[src/rtl/spart_rx.sv]
// spart_rx: 16x-oversampled UART receiver (8N1, LSB first) with rda/overrun/frame_err status.
// Optional stop-bit checking is compiled in with `define SPART_RX_FRAME_ERR_EN.
module spart_rx (
  input  logic       clk,
  input  logic       rst_n,
  input  logic       sample_enable,
  input  logic       rxd,
  input  logic       clr_rda,
  output logic [7:0] rx_data,
  output logic       rda,
  output logic       overrun,
  output logic       frame_err,
  output logic [1:0] state_dbg
);

  localparam logic [1:0] IDLE  = 2'd0;
  localparam logic [1:0] START = 2'd1;
  localparam logic [1:0] DATA  = 2'd2;
  localparam logic [1:0] STOP  = 2'd3;

  logic       rxd_m;
  logic       rxd_s;
  logic [1:0] state;
  logic [3:0] tick_cnt;
  logic [2:0] bit_cnt;
  logic [7:0] shreg;
  logic       byte_done;

  assign state_dbg = state;

  // Synchronizer flops reset to the idle-line level so reset never looks like a start bit.
  always_ff @(posedge clk or negedge rst_n) begin
    if (!rst_n) begin
      rxd_m <= 1'b1;
      rxd_s <= 1'b1;
    end else begin
      rxd_m <= rxd;
      rxd_s <= rxd_m;
    end
  end

  assign byte_done = (state == STOP) && sample_enable && (tick_cnt == 4'd15);

  always_ff @(posedge clk or negedge rst_n) begin
    if (!rst_n) begin
      state    <= IDLE;
      tick_cnt <= 4'd0;
      bit_cnt  <= 3'd0;
      shreg    <= 8'h00;
    end else begin
      case (state)
        IDLE: begin
          if (!rxd_s) begin
            state    <= START;
            tick_cnt <= 4'd0;
          end
        end
        START: begin
          if (sample_enable) begin
            if (tick_cnt == 4'd7) begin
              if (!rxd_s) begin
                state    <= DATA;
                tick_cnt <= 4'd0;
                bit_cnt  <= 3'd0;
              end else begin
                state <= IDLE;
              end
            end else begin
              tick_cnt <= tick_cnt + 4'd1;
            end
          end
        end
        DATA: begin
          if (sample_enable) begin
            // The counter wraps 15 -> 0 by itself, giving one sample per bit period.
            tick_cnt <= tick_cnt + 4'd1;
            if (tick_cnt == 4'd15) begin
              shreg   <= {rxd_s, shreg[7:1]};
              bit_cnt <= bit_cnt + 3'd1;
              if (bit_cnt == 3'd7) state <= STOP;
            end
          end
        end
        STOP: begin
          if (sample_enable) begin
            tick_cnt <= tick_cnt + 4'd1;
            // Leaving at mid stop bit lets an immediately following start bit be seen.
            if (tick_cnt == 4'd15) state <= IDLE;
          end
        end
        default: state <= IDLE;
      endcase
    end
  end

  // Consumer handshake: rda rises on byte completion and holds until clr_rda;
  // a completion in the same cycle as clr_rda wins and does not count as overrun.
  always_ff @(posedge clk or negedge rst_n) begin
    if (!rst_n) begin
      rx_data <= 8'h00;
      rda     <= 1'b0;
      overrun <= 1'b0;
    end else if (byte_done) begin
      rx_data <= shreg;
      rda     <= 1'b1;
      overrun <= (overrun | rda) & ~clr_rda;
    end else if (clr_rda) begin
      rda     <= 1'b0;
      overrun <= 1'b0;
    end
  end

`ifdef SPART_RX_FRAME_ERR_EN
  always_ff @(posedge clk or negedge rst_n) begin
    if (!rst_n) begin
      frame_err <= 1'b0;
    end else if (byte_done) begin
      frame_err <= ~rxd_s;
    end
  end
`else
  assign frame_err = 1'b0;
`endif

endmodule
[config.mk]
export PLATFORM = sky130hd
export DESIGN_NAME = spart_rx
export DESIGN_NICKNAME = d
export VERILOG_FILES = /design/src/rtl/spart_rx.sv
export SDC_FILE = /design/constraint.sdc
export NUM_CORES = 1
export LEC_CHECK = 0
export CAP_MARGIN = 30
export CORE_AREA = 5 5 69 71
export CTS_CLUSTER_SIZE = 20
export DETAILED_ROUTE_END_ITERATION = 12
export DIE_AREA = 0 0 74 76
export REMOVE_ABC_BUFFERS = 1
export SETUP_SLACK_MARGIN = 0.4
export SYNTH_ARGS = -nofsm -noshare
export SYNTH_HDL_FRONTEND = slang
export SYNTH_SLANG_ARGS = --single-unit
[constraint.sdc]
create_clock -name clk -period 4.9 [get_ports clk]
set_input_delay 1.47 -clock clk [delete_from_list [all_inputs] [get_ports clk]]
set_output_delay 1.47 -clock clk [all_outputs]
set_load 0.05 [all_outputs]
==> flow_summary.json <==
{
  "p_leak_nw": 0.760,
  "hpwl_mm": 1.75,
  "critical-path-max-stage-delay_ns": 0.89,
  "clk_pin_slew_worst_paths_ns": 0.06,
  "grt_antenna_before_repair": 0,
  "path_cells": "clkdlybuf4s50_1",
  "seqCellArea_sq_um": 728,
  "ys_async_sr_fraction_pct": 100,
  "required_ns": 3.43,
  "drcViolationCount": 0,
  "clkLatencyLatePin_ns": 0.28,
  "nets": 131,
  "p_per_area_nw_per_um2": 440,
  "crit_path_start_kind": "register",
  "multi_input_area_sq_um": 562,
  "fin_crit_ns": 3.25,
  "ios": 18,
  "cts_setup_buffers": 0,
  "setup_violations": 0,
  "ant_nets": 0,
  "tightest_slew_ns": 0.499,
  "clock_path_buffers": 2,
  "ir_worst_vdd_mv": 0.250,
  "fin_skew_ns": 0.00430,
  "vias": 857,
  "htreeDepth": 2,
  "syn2layout_area_growth_pct": 22.4,
  "netlist_instances": 105,
  "grt.overflow.total": 0,
  "cp.arrival_ns": 1.78,
  "path_max_fanout": 15,
  "numPortBuffers": 16,
  "grt_pass1_vias": 853,
  "post-route-period-util_pct": 66.2,
  "fp-row-count": 24,
  "nFillCells": 387,
  "max-cap-violations": 0,
  "rsz0062_at_grt": "no",
  "cts_made_buffers": 5,
  "ys_types": 34,
  "netlist_area_sq_um": 1370,
  "drtIter0Drc": 20,
  "drt_wl_total_mm": 2.45,
  "ys.flop_type": "dfrtp_1",
  "cts_hold_buf": 0,
  "finalHoldViolCount": 0,
  "grt_max_degree": 30,
  "crit_slowest_cell": "clkdlybuf4s50_1",
  "wire_per_inst_um": 13.9,
  "yosysSeqAreaShare_pct": 53.2,
  "fmax_mhz": 308,
  "grt_pass1_wl_mm": 4.06,
  "dr.pass1.iters": 4,
  "ctsResizeCount": 0,
  "crit_type": "reg2out",
  "worst_slack_ns": 1.65,
  "end_kind": "output port",
  "slew_viol_final": 0,
  "place_ws_ns": 1.72,
  "core-area_sq_um": 4170,
  "syn_area_per_cell_sq_um": 13.0,
  "initial_core_util_pct": 32.8,
  "holdCritPathClass": "reg2reg",
  "status": "finished clean",
  "grtUsageTotal_pct": 9.46,
  "setup_tns_ns": 0,
  "total_power_mw": 0.738,
  "gp_congestion": 0.886,
  "clock_sinks": 29,
  "n_antenna_cell": 0,
  "fin_util_pct": 40.1,
  "dieArea_sq_um": 5620,
  "slew_headroom_pct": 66.6,
  "crit_family": "buffers and inverters",
  "synth_warnings": 0,
  "dieWidth_um": 74,
  "synth_edf_count": 0,
  "layout-drive-gt1-share_pct": 26.6,
  "synth-seq-cells": 29,
  "die_h_um": 76,
  "viasPerCell": 4.87,
  "crit_buf_inv": 1,
  "tritoncts": "yes",
  "cts-root-buf": "clkbuf_8"
}
-- through the flow --
stage                     cells  area [sq um]  hold slack, ns
after detailed placement    168          1540           0.348
after global placement      168          1540           0.347
after floorplan              99          1310           0.345
after CTS                   176          1680           0.357
after global routing        176          1680           0.360
final                       176          1680           0.356
-- registers in the layout (all words and copies together) (netlist names), named ones only --
name       cells
bit_cnt        3
overrun        1
rda            1
rx_data        8
rxd_m          1
rxd_s          1
shreg          8
state_dbg      1
tick_cnt       4
-- area by class of cell --
type | instances | area share, %
timing repair buffer | 17 | 10.0
clock buffer | 5 | 4.11
clock inverter | 3 | 3.88
multi-input combinational | 65 | 33.5
sequential | 29 | 43.5
inverter | 5 | 1.12
tap | 52 | 3.88
-- placed cells by master (no fill, tap or decap), drive strengths merged, types with 2 or more instances in the layout --
cell	instances
a21oi	2
mux2i	3
a41oi	2
or3	2
bufinv	2
o22a	2
nor2	4
clkbuf	5
ha	3
a21o	2
clkdlybuf4s50	16
inv	5
o21ai	6
mux2	17
and3	2
dfrtp	27
dfstp	2
nand2	5
nand4	2
-- layer usage --
metal	wire (um)	part of all wire [%]	GRT usage (%)	vias up
met5	0	0	0	-
met4	55	2.2	3.80	0
met3	151	6.2	4.09	7
met2	1250	51	15.1	23
met1	990	40	11.0	412
li1	-	-	-	415
-- synthesized netlist by cell type (2+ instances only) --
cell type / n / area (sq um)
a21oi_1: 2 / 10.0
inv_1: 5 / 18.8
mux2_4: 7 / 105
mux2_2: 10 / 113
nand2_1: 5 / 18.8
dfstp_2: 2 / 52.6
o21ai_0: 6 / 30.0
dfrtp_1: 27 / 676
ha_1: 3 / 37.5
or3_1: 2 / 12.5
o22a_1: 2 / 17.5
nor2_1: 4 / 15.0
nand4_1: 2 / 12.5
and3_4: 2 / 22.5
a41oi_1: 2 / 17.5
a21o_1: 2 / 15.0
buf_6: 2 / 22.5
buf_2: 2 / 10.0
mux2i_1: 3 / 30.0
-- logic make-up (layout without fill, tap and decap cells) --
family | Yosys count | after routing | synth area share [%]
flops | 29 | 29 | 53.2
compound gates | 20 | 20 | 10.6
mux | 20 | 20 | 18.1
simple gates | 20 | 20 | 8.68
buf+inv | 11 | 30 | 5.76
fa+ha+maj | 3 | 3 | 2.74
other cells | 1 | 1 | 0.274
xor+xnor | 1 | 1 | 0.640
-- worst paths after layout --
kind	slack, ns	cells past startpoint	startpoint	endpoint
min in group asynchronous	1.56	2	rst_n	async pin
max reg2reg	3.21	4	tick_cnt[0]	shreg[3]
min reg2reg	0.36	0	rxd_m	rxd_s
min	0.36	0	rxd_m	rxd_s
max	1.65	1	register	state_dbg[1]
max in group asynchronous	3.03	2	rst_n	rxd_m
-- power by group --
part / internal, mW / switching, mW
clock network: 0.202 / 0.0872
logic: 0.0616 / 0.0748
registers: 0.265 / 0.0473
Power figures use the tool's default switching activity.
